--- config.mk ---
export PLATFORM = sky130hd
export DESIGN_NAME = bnn_serial_loader
export DESIGN_NICKNAME = d
export VERILOG_FILES = /design/src/rtl/bnn_serial_loader.sv
export SDC_FILE = /design/constraint.sdc
export NUM_CORES = 2
export LEC_CHECK = 0
export ABC_AREA = 1
export CAP_MARGIN = 20
export CORE_AREA = 2 2 611 613
export DETAILED_ROUTE_END_ITERATION = 16
export DIE_AREA = 0 0 613 615
export PLACE_DENSITY = 0.34
export RECOVER_POWER = 25
export SETUP_SLACK_MARGIN = 0.1
export SLEW_MARGIN = 20
export SYNTH_ARGS = -nofsm -noshare
export SYNTH_HDL_FRONTEND = slang
export SYNTH_SLANG_ARGS = --single-unit
--- constraint.sdc ---
create_clock -name clk -period 1.85 [get_ports clk]
set_input_delay 0.37 -clock clk [delete_from_list [all_inputs] [get_ports clk]]
set_output_delay 0.37 -clock clk [all_outputs]
set_load 0.01 [all_outputs]
--- src/rtl/bnn_serial_loader.sv ---
// bnn_serial_loader: deserialises the synchronised pixel and weight bit streams
// into parallel buffers and hands them to the layer controller via start/valid/ack.
// Optional feature macro: LOADER_POPCNT_EN adds the pix_ones pixel popcount output.
module bnn_serial_loader #(
  parameter int unsigned PIX_BITS = 784,
  parameter int unsigned WGT_BITS = 784,
  localparam int unsigned N_BITS = (PIX_BITS > WGT_BITS) ? PIX_BITS : WGT_BITS,
  localparam int unsigned CNT_W = $clog2(N_BITS + 1),
  localparam int unsigned ONES_W = $clog2(PIX_BITS + 1)
) (
  input  logic                clk,
  input  logic                reset,
  input  logic                start,
  input  logic                sync_in_p,
  input  logic                sync_in_w,
  input  logic                data_ack,
  output logic [PIX_BITS-1:0] pixels,
  output logic [WGT_BITS-1:0] weights,
  output logic                data_valid,
  output logic                busy,
`ifdef LOADER_POPCNT_EN
  output logic [ONES_W-1:0]   pix_ones,
`endif
  output logic [CNT_W-1:0]    bit_cnt
);

  typedef enum logic [1:0] {
    ST_IDLE = 2'd0,
    ST_LOAD = 2'd1,
    ST_DONE = 2'd2
  } state_e;

  state_e              state_q, state_d;
  logic [PIX_BITS-1:0] pix_q, pix_d;
  logic [WGT_BITS-1:0] wgt_q, wgt_d;
  logic [CNT_W-1:0]    cnt_q, cnt_d;
  logic                valid_q, valid_d;
  logic                busy_q, busy_d;
  logic [PIX_BITS:0]   pix_sh;
  logic [WGT_BITS:0]   wgt_sh;
`ifdef LOADER_POPCNT_EN
  logic [ONES_W-1:0]   ones_q, ones_d;
`endif

  // Next-state, capture and counter logic
  always_comb begin
    state_d = state_q;
    pix_d   = pix_q;
    wgt_d   = wgt_q;
    cnt_d   = cnt_q;
`ifdef LOADER_POPCNT_EN
    ones_d  = ones_q;
`endif
    // Right shift with the new bit entering at the MSB; first bit ends at [0]
    pix_sh  = {sync_in_p, pix_q};
    wgt_sh  = {sync_in_w, wgt_q};

    unique case (state_q)
      ST_IDLE: begin
        if (start) begin
          state_d = ST_LOAD;
          cnt_d   = '0;
`ifdef LOADER_POPCNT_EN
          ones_d  = '0;
`endif
        end
      end
      ST_LOAD: begin
        cnt_d = cnt_q + CNT_W'(1);
        if (cnt_q < CNT_W'(PIX_BITS)) begin
          pix_d = pix_sh[PIX_BITS:1];
`ifdef LOADER_POPCNT_EN
          ones_d = ones_q + ONES_W'(sync_in_p);
`endif
        end
        if (cnt_q < CNT_W'(WGT_BITS)) begin
          wgt_d = wgt_sh[WGT_BITS:1];
        end
        if (cnt_q == CNT_W'(N_BITS - 1)) begin
          state_d = ST_DONE;
        end
      end
      ST_DONE: begin
        // Ack wins over a simultaneous start; a new start is needed in IDLE
        if (data_ack) begin
          state_d = ST_IDLE;
        end
      end
      default: state_d = ST_IDLE;
    endcase

    valid_d = (state_d == ST_DONE);
    busy_d  = (state_d == ST_LOAD);
  end

  // State, buffer and status registers with synchronous reset
  always_ff @(posedge clk) begin
    if (reset) begin
      state_q <= ST_IDLE;
      pix_q   <= '0;
      wgt_q   <= '0;
      cnt_q   <= '0;
      valid_q <= 1'b0;
      busy_q  <= 1'b0;
`ifdef LOADER_POPCNT_EN
      ones_q  <= '0;
`endif
    end else begin
      state_q <= state_d;
      pix_q   <= pix_d;
      wgt_q   <= wgt_d;
      cnt_q   <= cnt_d;
      valid_q <= valid_d;
      busy_q  <= busy_d;
`ifdef LOADER_POPCNT_EN
      ones_q  <= ones_d;
`endif
    end
  end

  assign pixels     = pix_q;
  assign weights    = wgt_q;
  assign bit_cnt    = cnt_q;
  assign data_valid = valid_q;
  assign busy       = busy_q;
`ifdef LOADER_POPCNT_EN
  assign pix_ones   = ones_q;
`endif

endmodule
[Yosys cells after proc, flatten, opt, wreduce, memory -nomap -nowiden]
Index checks and enable logic that the tools add are counted.
Word-level totals
  register bits: 1582
  word-level logic and storage cells: 24
Cells by class
  add/subtract/negate cells: 1
  order comparisons: 1
  eq/ne operators: 6
  mux-type cells: 6
  reductions and logical operators: 4
Operators with widths (number)
  one-hot mux 10 bit (2 select lines): 1
  adder 10 x 1 -> 10 bit (second input constant): 1
  == test 10 bit (second input constant): 1
  less-than comparator 10 bit (second input constant): 1
  two-way mux 10 bit: 1
  two-way mux 2 bit: 3
  one-hot mux 2 bit (3 select lines): 1
  == test 2 x 1 -> 1 bit (second input constant): 2
  == test 2 bit (second input constant): 2
  AND reduction 2 bit: 2
  logical NOT 2 bit: 1
  != test 2 bit (second input constant): 1
  nonzero test 2 bit: 1

[Longest topological paths before layout]
  depth in word-level cells: 4
  depth in mapped cells: 9

[Worst setup path before layout]
Ideal clock, no wire load.
  path type: register to register
  start: register cnt_q[6], in the netlist bit_cnt[6]
  end: register pix_q[200], in the netlist pixels[200]
  library setup time: 0.115 ns
  data arrival time: 1.281 ns
  required time: 1.735 ns
  path slack: 0.454 ns
  cell stages (with the launch flop): 10
  path buffers: 3
  clock period less this slack: 1.396 ns
  cells stage by stage: dfxtp_1 nor2_1 nand3_2 nand2_4 buf_6 buf_6 buf_6 nand3_2 nand2_1 nor2_1
Between the ends
  word-level cells in the longest chain between the ends: 2
RTL lines
  start, declared: line 36  | logic [CNT_W-1:0] cnt_q, cnt_d;
  start signal, assigned: line 112  | cnt_q <= cnt_d;
  less-than comparator 10 bit: line 70  | if (cnt_q < CNT_W'(PIX_BITS)) begin
  AND reduction 2 bit (no line)
  end signal, assigned: line 110  | pix_q <= pix_d;
  end, declared: line 34  | logic [PIX_BITS-1:0] pix_q, pix_d;
No other way between the ends.
A chain may end at the register's enable or synchronous reset.

[Final worst setup path]
  start: register cnt_q[7], in the netlist bit_cnt[7]
  end: register pix_q[126], in the netlist pixels[126]
Same word-level chain as after synthesis.

==> run metrics <==
Crit. End Element flop; first drt pass iteration count 5; Area after DPL 0.0941 mm2; RSZ-0062 raised after global routing true; failing checks negative setup slack; worst relative slew slack 0.689; hpwl dp 240000 um; first-pass GRT wire length 456000 um; routed vias/inst 4.13; Required @ worst endpoint 2610 ps; initial antenna violation count 5; Clock Skew 58.8 ps; synthesized flop and latch total 1582; run status finished, violations left; cell taking the most area after synthesis dfxtp_1; CP Cell Sequence nor2_4, nand3_4, nand2_8, buf_12, buf_16, buf_16, buf_16, buf_12, buf_12, nand3_1, nand2_1, nor2_1; critical path's slowest cell dfxtp_2; Ports 1586; Hold Buf Count CTS 0; FFs w/ async S/R, synth 0; min Tclk post-route 1910 ps; Final Cycle Share 1.03; met2 usage 0.287; Peak supply drop 0.000706 V; routed len/inst 19.4 um; TNS Setup -2750 ps; Total GRT Usage 0.160; post-synthesis sequential area ratio 0.441; Post-synth EDFFs 0; die area 0.377 mm2; critical path arrival 2660 ps; GRT busiest layer met2; Pins Over Slew Limit 0; Area Overhead vs Synth 46.9%; post-synth net total 10400; Yosys cell types 22; Critical Path Max Stage Delay 340 ps; Max Cap Violations 0; Post-Synthesis Cells 10393; layout cell share with drive strength beyond 1 0.290; met1 usage 0.174; Hold Vio Cnt, Final 0; fmax 525 MHz; Cell Area, Synth 0.0718 mm2; CTS tree built; Finished Cell Area 0.105 mm2; Crit Path Category reg2reg; RePlAce Congestion 0.833; minimum setup slack in the final design -55.2 ps; Synth area leaders dfxtp_1, a21oi_1, nand3_1, nand2_1, nor2_1; Max FO, Critical Path 8; Initial Util 0.194; post-route ant nets 0; clock sinks 1582; Hold Crit Class in2reg; M3 GR Usage 0.0540; Final setup violation count 229; commonest cells in the netlist nand2_1, nor2_1, inv_1; count leader, synth nand2_1; port buffer count 1585; CTS Buf Count 208; top_reg_cell synth dfxtp_1; vias in the first global route 65129; Avg Cell Area, Syn 6.90 um2; pre-CTS setup slack -117 ps; Core Footprint 0.371 mm2; Clk pin slew, worst setup/hold paths 60 ps; Die Y 615 um; CTS Buffer Depth 4; Overflow after GRT 0; CP startpoint kind flop; Worst-Skew Late Latency 900 ps; Lkg Pwr 48.0 nW; FP Rows 224; H-tree depth 4; via count 71710; Root Driver clkbuf_16; fraction of post-synthesis cell area in the top cell type by area 0.441; DRT iter0 DRCs 3776; Power per Cell Area 928 mW/mm2; routed wire length 337000 um; worst slew pin tran 466 ps; Die Width 613 um; largest net degree at the start of global routing 116; Yosys Warn Count 0; Remaining DRCs 0; fin nets 12219
-- final timing paths --
check / slack [ps] / startpoint / end / depth (start not counted)
max: -60 / bit_cnt[7]$_SDFFE_PP0P_ / pixels[126]$_SDFFE_PP0P_ / 12
min: 150 / sync_in_p / pixels[783]$_SDFFE_PP0P_ / 5
max reg2reg: -60 / bit_cnt[7]$_SDFFE_PP0P_ / pixels[126]$_SDFFE_PP0P_ / 12
min reg2reg: 500 / weights[90]$_SDFFE_PP0P_ / weights[90]$_SDFFE_PP0P_ / 2
-- repair_timing --
item,CTS,global route
cloned,0,107
pin swaps,0,24
setup buffers,39,231
gates resized for setup,6288,1751
endpoints found under the setup margin,2865,3073
endpoints found under the hold margin,0,0
-- cell usage in the layout (no fill, tap or decap), types with 100 or more instances in the layout --
cell / synthesis / layout
inv_1: 1584 / 1585
dfxtp_1: 1582 / 819
nor2_1: 1588 / 1588
clkdlybuf4s15_2: 0 / 296
nand3_2: 31 / 100
buf_2: 461 / 723
dfxtp_4: 0 / 210
nand2_1: 1595 / 1587
a21oi_1: 1576 / 1553
nand3_1: 1546 / 1473
dfxtp_2: 0 / 553
buf_12: 0 / 175
clkbuf_16: 0 / 295
buf_4: 59 / 539
buf_6: 274 / 484
-- final cells by class --
type	count	area, um2
antenna	3	7.51
clock buffer	338	6310
clock inverter	38	425
fill	40876	265000
inverter	1587	5980
multi-input combinational	6352	28500
sequential	1582	33200
tap	4972	6220
timing repair buffer	2480	24800
timing repair inverter	1	3.75
-- per-stage QoR --
stage	instances	utilization	hold WS, ps	power (mW)
6_report	17353	0.284	151	97.8
5_1_grt	17351	0.284	94.7	103
4_1_cts	17012	0.267	44.5	98.7
3_5_place_dp	16597	0.254	493	58.3
3_3_place_gp	16597	0.254	486	58.3
2_1_floorplan	10393	-	500	48.1
-- per-layer routing --
layer | vias up | wire, um
li1 | 36123 | -
met1 | 33712 | 130000
met2 | 1469 | 168000
met3 | 406 | 26200
met4 | 0 | 12500
met5 | - | 0
-- report_power, final --
group / total, mW / leakage [nW] / switching (mW) / internal (mW)
Clock: 40.7 / 3.30 / 17.1 / 23.7
Sequential: 39.5 / 13.4 / 2.59 / 36.9
Combinational: 17.6 / 31.3 / 9.88 / 7.72
-- flip-flops by register name, indices dropped and copies added, names as in the netlist --
name	cells
bit_cnt	10
busy	1
state_q	2
data_valid	1
pixels	784
weights	784
-- critical path, delay by kind of cell (launching register included) --
family	cells	cell delay, ps
buf+inv	6	860
simple gates	6	520
flops	1	340
-- cells by family after synthesis --
logic type	share of synthesized area
adder cells (fa/ha/maj)	0.000174
AO/OA/AOI/OAI	0.110
flip-flops	0.441
buffers and inverters	0.169
AND/OR/NAND/NOR	0.279
Power figures use the tool's default switching activity.
